**src/rtl/tap_pkg.sv**
```systemverilog
// Shared event codes and FSM encoding for the tap classifier.
package tap_pkg;

  localparam logic [1:0] EVT_NONE   = 2'b00;
  localparam logic [1:0] EVT_SINGLE = 2'b01;
  localparam logic [1:0] EVT_DOUBLE = 2'b10;

  typedef enum logic {
    IDLE  = 1'b0,
    WAIT2 = 1'b1
  } state_t;

  typedef struct packed {
    logic       push;
    logic [1:0] code;
  } evt_req_t;

endpackage

```
**src/rtl/evt_fifo.sv**
```systemverilog
// Registered synchronous FIFO; head is visible the cycle after the push edge (no bypass).
module evt_fifo #(
  parameter int DEPTH = 4,
  parameter int W     = 2
) (
  input  logic         clk,
  input  logic         rst,
  input  logic         push,
  input  logic [W-1:0] din,
  input  logic         pop,
  output logic [W-1:0] dout,
  output logic         empty,
  output logic         full
);

  localparam int AW = $clog2(DEPTH);

  logic [W-1:0]  mem [DEPTH];
  logic [AW-1:0] rd_ptr, wr_ptr;
  logic [AW:0]   count;
  logic          do_pop, do_push;

  assign empty   = (count == '0);
  assign full    = (count == (AW+1)'(DEPTH));
  assign do_pop  = pop & ~empty;
  // A full FIFO still takes a push when the head leaves in the same cycle.
  assign do_push = push & (~full | do_pop);
  assign dout    = mem[rd_ptr];

  always_ff @(posedge clk or negedge rst) begin
    if (!rst) begin
      rd_ptr <= '0;
      wr_ptr <= '0;
      count  <= '0;
      for (int i = 0; i < DEPTH; i++) mem[i] <= '0;
    end else begin
      if (do_push) begin
        mem[wr_ptr] <= din;
        wr_ptr      <= wr_ptr + AW'(1);
      end
      if (do_pop) rd_ptr <= rd_ptr + AW'(1);
      case ({do_push, do_pop})
        2'b10:   count <= count + (AW+1)'(1);
        2'b01:   count <= count - (AW+1)'(1);
        default: count <= count;
      endcase
    end
  end

endmodule

```
**src/rtl/tap_classifier.sv**
```systemverilog
// Classifies press pulses as SINGLE/DOUBLE taps within a programmable window and
// queues the events for a valid/ready consumer; sticky overflow on dropped events.
module tap_classifier
  import tap_pkg::*;
#(
  parameter int WINDOW = 25_000_000,
  parameter int CNT_W  = $clog2(WINDOW),
  parameter int DEPTH  = 4
) (
  input  logic       clk,
  input  logic       rst,
  input  logic       press,
  output logic       evt_valid,
  input  logic       evt_ready,
  output logic [1:0] evt_code,
  output logic       busy,
  output logic       overflow
);

  state_t     state_q, state_d;
  logic [CNT_W-1:0] cnt_q, cnt_d;
  evt_req_t   req;
  logic       timeout;
  logic       pop, fifo_empty, fifo_full, drop;
  logic [1:0] fifo_dout;

  assign timeout = (cnt_q == CNT_W'(WINDOW - 1));

  always_ff @(posedge clk or negedge rst) begin
    if (!rst) state_q <= IDLE;
    else      state_q <= state_d;
  end

  always_comb begin
    state_d = state_q;
    case (state_q)
      IDLE:    if (press) state_d = WAIT2;
      WAIT2:   if (press || timeout) state_d = IDLE;
      default: state_d = IDLE;
    endcase
  end

  // Press beats timeout when both land on the last window cycle.
  always_comb begin
    req   = '{push: 1'b0, code: EVT_NONE};
    cnt_d = cnt_q;
    case (state_q)
      IDLE: if (press) cnt_d = '0;
      WAIT2: begin
        if (press)        req = '{push: 1'b1, code: EVT_DOUBLE};
        else if (timeout) req = '{push: 1'b1, code: EVT_SINGLE};
        else              cnt_d = cnt_q + CNT_W'(1);
      end
      default: cnt_d = '0;
    endcase
  end

  always_ff @(posedge clk or negedge rst) begin
    if (!rst) cnt_q <= '0;
    else      cnt_q <= cnt_d;
  end

  assign busy      = (state_q == WAIT2);
  assign evt_valid = ~fifo_empty;
  assign evt_code  = evt_valid ? fifo_dout : EVT_NONE;
  assign pop       = evt_valid & evt_ready;
  assign drop      = req.push & fifo_full & ~pop;

  always_ff @(posedge clk or negedge rst) begin
    if (!rst)      overflow <= 1'b0;
    else if (drop) overflow <= 1'b1;
  end

  evt_fifo #(.DEPTH(DEPTH), .W(2)) u_fifo (
    .clk   (clk),
    .rst   (rst),
    .push  (req.push),
    .din   (req.code),
    .pop   (pop),
    .dout  (fifo_dout),
    .empty (fifo_empty),
    .full  (fifo_full)
  );

endmodule

```
**config.mk**
```make
export PLATFORM = sky130hd
export DESIGN_NAME = tap_classifier
export DESIGN_NICKNAME = d
export VERILOG_FILES = /design/src/rtl/tap_pkg.sv /design/src/rtl/evt_fifo.sv /design/src/rtl/tap_classifier.sv
export SDC_FILE = /design/constraint.sdc
export NUM_CORES = 1
export LEC_CHECK = 0
export BUFFER_PORTS_ARGS = -buffer_cell sky130_fd_sc_hd__buf_2
export CORE_MARGIN = 2
export CORE_UTILIZATION = 64
export CTS_BUF_LIST = sky130_fd_sc_hd__clkbuf_8
export DETAILED_ROUTE_END_ITERATION = 7
export PLACE_DENSITY_LB_ADDON = 0.2
export SYNTH_ARGS = -nofsm -noshare
export SYNTH_HDL_FRONTEND = slang
export SYNTH_SLANG_ARGS = --single-unit
```
**constraint.sdc**
```tcl
create_clock -name clk -period 3.2 [get_ports clk]
set_input_delay 0.8 -clock clk [delete_from_list [all_inputs] [get_ports clk]]
set_output_delay 0.8 -clock clk [all_outputs]
set_load 0.01 [all_outputs]
```
==> summary.md, run 1 <==
| Metric | Value |
|---|---|
| CTS clk-pin slew, worst paths | `70 ps` |
| Area of the die | `4300 sq um` |
| Post-synth top flop | `dfrtp_1` |
| Buf/Inv on CP | `3` |
| Post-DP HPWL | `3390 microns` |
| Vias/cell | `6.30` |
| Global-route wire length before repair | `8810 microns` |
| Post-route ant nets | `0` |
| HP Class | `flop to flop` |
| Number of setup buffers added after CTS | `0` |
| Total GRT Usage | `26.2%` |
| Final setup violation count | `0` |
| Crit path depth | `11` |
| Clk_lat worst skew | `slightly below 300 ps` |
| EDFF count, synth | `0` |
| Crit path max-delay cell type | `or4b_1` |
| Num CTS Buffers | `5` |
| Setup slack after layout | `roughly 600 ps` |
| Buffers on Ports | `8` |
| Critical Path End Type | `flop` |
| RSZ-0062 raised after global routing | `false` |
| Drt total wl | `4850 microns` |
| Avg Inst Size Synth | `9.70 sq um` |
| Rows | `22` |
| Initial DRC Count | `215` |
| Measured slew at the worst slew-check pin | `911 ps` |
| Die Ht | `~66 microns` |
| Wire per inst | `15.9 microns` |
| Hold_ws | `about 470 ps` |
| Setup Crit Path Kind | `primary input to flop` |
| Vias in the first global route | `1,976` |
| CP Cell Sequence | `buf_2 > or4b_1 > and2_1 > nor2b_1 > inv_1 > ha_1 > inv_1 > fa_1 > xor2_1 > nor2_1 > xor2_1` |
| CTS tree | `done` |
| Crit path max-delay family | `simple AND/OR/NAND/NOR gates` |
| Gpl congestion | `approximately 0.8` |
| Synth Warn # | `0` |
| Initial core utilization | `66.3%` |
| Antenna violations before repair | `0` |
| Worst vdd ir | `between 0.5 and 0.6 mV` |
| Asr flop ratio synth | `100%` |
| Post-route DRC | `0` |
| Syn nets | `261` |
| Slew margin rel. | `39.3%` |
| Number of top-level pins | `9` |
| Max-cap violations | `0` |
| Min Tclk post-route | `2600 ps` |
| Hold buffer count at cts | `0` |
| Area delta synth->final | `6.29%` |
| Synthesized area | `2430 sq um` |
| ANT cells | `0` |
| Max FO, Critical Path | `3` |
| Layout Nets | `267` |
| CTS H-tree lvls | `2` |
| Clock Sinks | `42` |
| Setup tns final | `0 ps` |
| Reg2reg path depth | `11` |
| Crit path DAT | `2810 ps` |
| Outcome | `completed` |
| Total gr overflow | `0` |
| Die Span X | `65.6 microns` |
| Root buffer cell | `clkbuf_8` |
| Clock Path Buffers | `2` |
| Fraction of final layout cells sized beyond drive strength 1 | `~13%` |
| Post-CTS Resized | `0` |
| Fmax | `around 390 MHz` |
| Pin count of the biggest net entering global routing | `43` |
| Period Utilization, post-route | `81.1%` |
| Routed vias | `1,914` |
| Largest stage delay on the critical path | `between 400 and 500 ps` |
| Hold Path Stages | `2` |
| Critical Path RT | `3410 ps` |
| Startpoint Class | `primary input` |
| Place WS | `306 ps` |
| Slew Viols, Final | `0` |
| Synth Instances | `250` |
| Cell Pwr Density | `roughly 520 nW/um^2` |
| Clock skew | `9.59 ps` |
| Leakage | `between 1 and 1.5 nW` |
| Most frequent cells in the layout | `dfrtp_1, nand2_1, nor2_1` |
| Core footprint | `3660 sq um` |
| Reg-to-reg slack, setup | `roughly 630 ps` |
| Most common cell after layout, fill and taps aside | `dfrtp_1` |
| Sequential-to-total area share from yosys stat | `a little over two fifths` |
| Initial DRT Pass Iterations | `4` |
| Count of cell types in the netlist | `52` |
| Hold Vio Cnt, Final | `0` |
| #FFs+latches synth | `42` |
registers in the layout, summed over array words and instances (netlist names):
name and count:
busy 1, cnt_q 25, overflow 1, u_fifo.count 3, u_fifo.mem 8, u_fifo.rd_ptr 2
u_fifo.wr_ptr 2
final timing paths:
path / startpoint / to
setup / recovery: evt_ready / u_fifo.count[2]
hold / removal: overflow / overflow
setup reg to reg: cnt_q[15] / u_fifo.count[2]
hold reg to reg: overflow / overflow
max in group asynchronous: rst / cnt_q[20]
min in group asynchronous: rst / cnt_q[17]
area by class of cell:
class | instances | area, sq um
Multi-Input combinational cell | 182 | 1260
Inverter | 11 | 41.3
Timing Repair Buffer | 14 | 85.1
Fill cell | 299 | 1080
Clock buffer | 5 | 68.8
Clock inverter | 2 | 7.51
Tap cell | 48 | 60.1
Sequential cell | 42 | 1050
where the power goes:
| group | internal (W) | leakage, nW | switching [W] |
|---|---|---|---|
| clock network | 0.000144 | 0.0466 | 0.000168 |
| logic | 0.000165 | 0.415 | 0.000202 |
| registers | 0.000605 | 0.544 | 0.0000682 |
synthesized netlist by cell type, types with 5 or more instances:
cell type	instances	share of area, %
nand3_1	11	2.3
nor4_2	6	3.1
or3_1	6	1.5
nand4_1	6	1.5
buf_2	7	1.4
a21oi_1	6	1.2
o21ai_1	8	1.7
a31oi_1	5	1.3
nand2_1	23	3.6
xnor2_1	11	4.0
o22ai_1	5	1.3
o21ai_0	5	1.0
dfrtp_1	42	43
clkbuf_1	7	1.1
and2_1	5	1.3
nor2_1	15	2.3
ha_1	6	3.1
inv_1	10	1.5
worst register-to-register path: cells and delay by family (launching register included):
family                   cells  cell delay (ps)
XOR/XNOR                     2              280
buffers and inverters        2              150
flip-flops                   1              430
adder cells (fa/ha/maj)      2              390
AO/OA/AOI/OAI                1              380
AND/OR/NAND/NOR              4              820
per-stage QoR:
stage,cells,area [sq um],power [W],util [%]
detailed placement,297,2500,0.00106,68.4
global route,304,2580,0.00145,70.4
floorplan,250,2430,0.000942,-
global placement,297,2500,0.00103,68.4
CTS,304,2580,0.00137,70.4
finish,304,2580,0.00135,70.4
kinds of logic after synthesis:
group | Yosys count | share of synthesized area [%]
AND/OR/NAND/NOR | 102 | 24.9
AO/OA/AOI/OAI | 53 | 14.7
flip-flops | 42 | 43.3
buffers and inverters | 26 | 4.54
XOR/XNOR | 14 | 5.05
adder cells (fa/ha/maj) | 7 | 3.92
multiplexers | 6 | 3.56
routing by layer:
layer  global-route usage [%]  vias to the layer above  part of all wire, %
li1                         -                      927                    -
met1                     33.2                      957                   44
met2                     47.1                       25                   52
met3                     3.60                        5                  2.3
met4                     7.03                        0                  1.1
met5                        0                        -                    0
(Power assumes the default switching activity.)
==> run 2, diff against run 1 <==
- CORE_UTILIZATION: 64 -> 58
- clock period: 3.2 -> 2.15 ns (I/O delays scaled with it)
==> summary.md, run 2 (synthesized netlist as in run 1, its figures left out) <==
| Metric | Value |
|---|---|
| Buffers on Ports | `8` |
| CTS clk-pin slew, worst paths | `80 ps` |
| Critical Path End Type | `flop` |
| Rows | `23` |
| Core footprint | `~4000 sq um` |
| Hold Vio Cnt, Final | `0` |
| ANT cells | `0` |
| Area delta synth->final | `20.7%` |
| Most frequent cells in the layout | `buf_4, dfrtp_1, nand2_1` |
| Num CTS Buffers | `5` |
| Post-route cell area | `2930 sq um` |
| Slew Viols, Final | `0` |
| Sw Pwr | `0.000704 W` |
| Vias/cell | `5.99` |
| Wire per inst | `about 16 microns` |
| Clock Path Buffers | `2` |
| Buf/Inv on CP | `2` |
| Largest registers | `cnt_q x25, u_fifo.mem x8, u_fifo.count x3` |
| Post-route ant nets | `0` |
| Initial DRC Count | `between 150 and 200` |
| Setup tns final | `-283 ps` |
| Pin count of the biggest net entering global routing | `43` |
| Outcome | `complete, but fails checks` |
| Final setup violation count | `2` |
| Number of top-level pins | `9` |
| Fill cell count | `around 280` |
| Combinational share of power | `32.1%` |
| Initial DRT Pass Iterations | `4` |
| Crit path max-delay cell type | `or4b_4` |
| Post-route DRC | `0` |
| Slew margin rel. | `64.9%` |
| Critical Path RT | `2370 ps` |
| Fraction of final layout cells sized beyond drive strength 1 | `28.4%` |
| Register Area | `1050 sq um` |
| Setup slack after layout | `-160 ps` |
| Setup Crit Path Kind | `flop to flop` |
| CTS H-tree lvls | `2` |
| Hold_ws | `roughly 300 ps` |
| Root buffer cell | `clkbuf_8` |
| CP Cell Sequence | `or4b_4 > and2_4 > nor2b_4 > inv_2 > ha_4 > inv_2 > fa_2 > xor2_1 > nor2_1 > xor2_1` |
| CP startpoint | `u_fifo.count[0]` |
| Fmax | `between 400 and 500 MHz` |
| Leakage | `1.22 nW` |
| Vias in the first global route | `slightly below 2,000` |
| Die Span X | `68.7 microns` |
| Clk_lat worst skew | `300 ps` |
| Largest register FFs | `25` |
| Period Utilization, post-route | `107%` |
| Antenna violations before repair | `0` |
| Global-route wire length before repair | `9200 microns` |
| Max FO, Critical Path | `2` |
| Die Ht | `68.7 microns` |
| Crit path DAT | `2530 ps` |
| Reg with most FFs | `cnt_q` |
| Multi-input logic area | `1310 sq um` |
| Min Tclk post-route | `approximately 2300 ps` |
| Sequential Power Share | `45.3%` |
| Dpl cell area | `2800 sq um` |
| RSZ-0062 raised after global routing | `true` |
| Max-cap violations | `0` |
| Drt total wl | `5450 microns` |
| Initial core utilization | `approximately three fifths` |
| Total GRT Usage | `26.3%` |
| Clock Power Share | `22.6%` |
| Crit path max-delay family | `simple AND/OR/NAND/NOR gates` |
| Area of the die | `between 4000 and 5000 sq um` |
| Post-DP HPWL | `3850 microns` |
| Total gr overflow | `0` |
| Measured slew at the worst slew-check pin | `527 ps` |
| Layout Nets | `between 300 and 400` |
| Cell Pwr Density | `740 nW/um^2` |
| Worst vdd ir | `between 0.6 and 0.7 mV` |
| Startpoint Class | `flop` |
| Net Sw Frac | `32.5%` |
| HP Class | `primary input to async pin` |
| Routed vias | `2,074` |
| Reg2Reg Launch Point | `u_fifo.count[0]` |
| Largest stage delay on the critical path | `between 500 and 600 ps` |
| Failing checks | `setup timing` |
| CTS tree | `done` |
| Place WS | `-424 ps` |
| Clock skew | `just under 10 ps` |
| Int Pwr | `~0.0015 W` |
| Gpl congestion | `0.852` |
| Most common cell after layout, fill and taps aside | `buf_4` |
| Clock Sinks | `42` |
| Hold buffer count at cts | `0` |
[run 2: cell types whose count changed in the layout (fill, tap and decap cells not counted), sizes merged]
cell | previous run | this run
clkinv | 1 | 3
inv | 12 | 10
buf | 14 | 54
[run 2: final cells by class]
cell class | count | area share (%)
Tap cell | 50 | 2.14
Timing Repair Buffer | 54 | 13.2
Inverter | 11 | 1.41
Clock inverter | 2 | 0.342
Multi-Input combinational cell | 182 | 44.7
Sequential cell | 42 | 35.9
Clock buffer | 5 | 2.35
[run 2: final timing paths]
check | to | slack (ps) | cells past startpoint
min in group clk | overflow | 470 | 2
worst min register to register | overflow | 470 | 2
worst max register to register | u_fifo.count[2] | -160 | 10
max in group asynchronous | cnt_q[24] | 1500 | 2
worst min-delay path | cnt_q[21] | 300 | 2
worst max-delay path | u_fifo.count[2] | -160 | 10
[run 2: per-stage QoR]
| stage | std cells | utilization (%) | power (W) |
|---|---|---|---|
| after global routing | 346 | 73.2 | 0.00231 |
| final | 346 | 73.2 | 0.00217 |
| after floorplan | 250 | - | 0.00142 |
| after global placement | 336 | 69.9 | 0.00163 |
| after CTS | 345 | 72.5 | 0.00217 |
| after detailed placement | 336 | 69.9 | 0.00166 |
[run 2: layer usage]
layer	track usage (%)	part of all wire [%]	routed length [microns]
met4	10.5	2.0	108
met2	41.6	48	2600
met1	36.2	45	2460
met3	3.90	5.1	280
met5	0	0	0
[run 2: power by group through the flow]
stage	clock [W]	sequential [W]	combinational [W]
global route	0.000523	0.00100	0.000782
global placement	0	0.000995	0.000634
floorplan	0	0.000989	0.000433
finish	0.000490	0.000983	0.000695
CTS	0.000498	0.000984	0.000684
detailed placement	0	0.000998	0.000663
[run 2: what timing repair did]
| action | CTS | global route |
|---|---|---|
| buffers inserted | 2 | 1 |
| resized for setup | 3 | 4 |
| endpoints found under the setup margin | 2 | 5 |
| pin swaps | 5 | 7 |
==> run 3, diff against run 2 <==
- SYNTH_HIERARCHICAL: default -> 1
==> summary.md, run 3 <==
| Metric | Value |
|---|---|
| Outcome | `complete, but fails checks` |
| Failing checks | `setup timing` |
| Die Ht | `70.4 microns` |
| Period Utilization, post-route | `111%` |
| Net Sw Frac | `34.2%` |
| Post-DP HPWL | `4300 microns` |
| Area delta synth->final | `27.3%` |
| Most frequent cells in the layout | `buf_4, dfrtp_1, nand2_1, a21oi_1` |
| CTS tree | `done` |
| Avg Inst Size Synth | `9.44 sq um` |
| Worst vdd ir | `0.693 mV` |
| Startpoint Class | `flop` |
| Min Tclk post-route | `2380 ps` |
| Count of cell types in the netlist | `53` |
| Routed vias | `2,356` |
| Num CTS Buffers | `5` |
| #FFs+latches synth | `42` |
| Layout Nets | `336` |
| Largest register FFs | `25` |
| Post-route ant nets | `0` |
| Synth Instances | `271` |
| Crit path max-delay family | `simple AND/OR/NAND/NOR gates` |
| Root buffer cell | `clkbuf_8` |
| Most common cell after layout, fill and taps aside | `buf_4` |
| Critical Path RT | `2340 ps` |
| Sequential-to-total area share from yosys stat | `about two fifths` |
| Vias in the first global route | `2,328` |
| Fill cell count | `302` |
| Most frequent cells after synthesis | `dfrtp_1, nand2_1, a21oi_1` |
| Reg with most FFs | `cnt_q` |
| Area of the die | `4960 sq um` |
| Clock Path Buffers | `2` |
| Die Span X | `70.4 microns` |
| Initial core utilization | `59.6%` |
| CP Cell Sequence | `nor4b_2 > nand4_1 > o41a_1 > nor2_4 > nand2b_4 > ha_4 > inv_2 > fa_2 > xor2_1 > nor2_1 > xor2_1` |
| Clock Sinks | `between 40 and 50` |
| Sequential Power Share | `42.3%` |
| Combinational share of power | `37.9%` |
| Number of top-level pins | `9` |
| Fmax | `420 MHz` |
| Initial DRC Count | `302` |
| Int Pwr | `~0.0016 W` |
| Synthesized area | `roughly 2600 sq um` |
| Initial DRT Pass Iterations | `4` |
| Crit path max-delay cell type | `o41a_1` |
| Largest stage delay on the critical path | `approximately 400 ps` |
| Buffers on Ports | `8` |
| Hold Vio Cnt, Final | `0` |
| Leading post-synthesis cells by cell area | `dfrtp_1, mux2_2, a21oi_1, nand2_1, ha_1` |
| Drt total wl | `6500 microns` |
| Largest registers | `cnt_q x25, u_fifo/mem x8, u_fifo/count x3` |
| Clock Power Share | `19.8%` |
| Clk_lat worst skew | `300 ps` |
| CTS H-tree lvls | `2` |
| Post-route DRC | `0` |
| Total GRT Usage | `~27%` |
| Final setup violation count | `12` |
| Gpl congestion | `between 0.8 and 0.9` |
| Top-count cell post-synth | `dfrtp_1` |
| Post-synth top flop | `dfrtp_1` |
| Fraction of final layout cells sized beyond drive strength 1 | `34.2%` |
| Max FO, Critical Path | `2` |
| Wire per inst | `between 15 and 20 microns` |
| Most used cell, CP | `xor2_1` |
| Slew margin rel. | `65.4%` |
| Largest area contributor in the netlist | `dfrtp_1` |
| Pin count of the biggest net entering global routing | `38` |
| EDFF count, synth | `0` |
| Setup tns final | `-1800 ps` |
| RSZ-0062 raised after global routing | `true` |
| Setup slack after layout | `-229 ps` |
| Measured slew at the worst slew-check pin | `514 ps` |
| Leakage | `1.40 nW` |
| Antenna violations before repair | `0` |
| Post-synth top area share | `41.1%` |
| Vias/cell | `6.25` |
| Synth Warn # | `6` |
| Asr flop ratio synth | `100%` |
| Buf/Inv on CP | `1` |
| Setup Crit Path Kind | `flop to flop` |
| Syn nets | `282` |
| Total gr overflow | `0` |
| PnR Total Power | `0.00241 W` |
| CTS clk-pin slew, worst paths | `about 80 ps` |
| Sw Pwr | `0.000825 W` |
| Slew Viols, Final | `0` |
| Max-cap violations | `0` |
| Global-route wire length before repair | `10,600 microns` |
| HP Class | `primary input to async pin` |
| Clock skew | `9.51 ps` |
| Cell Pwr Density | `around 740 nW/um^2` |
| Critical Path End Type | `flop` |
| Rows | `24` |
| ANT cells | `0` |
| Crit path DAT | `2570 ps` |
| Core footprint | `roughly 4300 sq um` |
## run 3: cell count changes in the layout (fill, tap and decap cells not counted), sizes merged, moves of 4 or more
| cell | previous run | this run |
|---|---|---|
| buf | 54 | 65 |
| a22oi | 1 | 5 |
| o21ai | 13 | 7 |
| or3 | 6 | 1 |
| xnor2 | 11 | 4 |
| a21oi | 6 | 17 |
| mux2 | 1 | 9 |
| o21a | 4 | 0 |
| and3 | 2 | 8 |
| inv | 10 | 14 |
| nor3 | 5 | 15 |
## run 3: repair_timing
item / CTS / global route
endpoints found under the hold margin: 0 / 0
pin swaps: 9 / 9
hold buffers: 0 / 0
gates cloned: 0 / 0
resized for setup: 17 / 11
setup buffers: 11 / 6
endpoints found under the setup margin: 10 / 16
## run 3: cell type report
class	count	area (sq um)	area share, %
Inverter	13	48.8	1.50
Multi-Input combinational cell	198	1530	46.9
Sequential cell	42	1050	32.3
Tap cell	52	65.1	2.00
Timing Repair Buffer	65	488	15.0
Clock inverter	2	7.51	0.230
Clock buffer	5	68.8	2.11
## run 3: per-layer routing
| layer | global-route usage (%) | vias to the layer above | wire length (microns) |
|---|---|---|---|
| met3 | 6.06 | 13 | 297 |
| met2 | 47.9 | 75 | 3360 |
| met5 | 0 | - | 0 |
| li1 | - | 1118 | - |
| met1 | 32.9 | 1150 | 2730 |
| met4 | 9.40 | 0 | 114 |
## run 3: kinds of logic (layout without fill, tap and decap cells)
logic type / Yosys count / in the layout / share of synthesized area, %
buffers and inverters: 31 / 85 / 5.33
DFF: 42 / 42 / 41.1
and+or+nand+nor: 109 / 109 / 24.4
xor gates and xnor gates: 7 / 7 / 2.40
adders and majority gates: 7 / 7 / 3.72
AOI/OAI and AO/OA: 63 / 63 / 17.0
muxes: 12 / 12 / 6.11
## run 3: worst paths after layout
kind	startpoint	to	slack, ps	depth (start not counted)
worst max-delay path	cnt_q[15]	u_fifo/count[2]	-230	11
worst max register to register	cnt_q[15]	u_fifo/count[2]	-230	11
worst min register to register	overflow	overflow	470	2
max in group asynchronous	rst	cnt_q[1]	1450	2
min in group clk	overflow	overflow	470	2
worst min-delay path	rst	cnt_q[12]	190	1
## run 3: metrics by stage
step                instances  utilization (%)  setup slack, ps  cell area [sq um]  hold slack [ps]
floorplan                 271                -             -323               2620              242
global placement          358             69.3             -113               2980              450
detailed placement        358             69.3             -222               2980              456
CTS                       376             74.7             -218               3210              217
global route              377             75.9             -335               3260              229
finish                    377             75.9             -229               3260              195
## run 3: power by group through the flow
stage / Combinational (W) / Clock, W / Sequential (W)
2_1_floorplan: 0.000516 / 0 / 0.00103
3_3_place_gp: 0.000787 / 0 / 0.00101
3_5_place_dp: 0.000816 / 0 / 0.00102
5_1_grt: 0.000991 / 0.000514 / 0.00104
6_report: 0.000913 / 0.000477 / 0.00102
4_1_cts: 0.000872 / 0.000487 / 0.00102
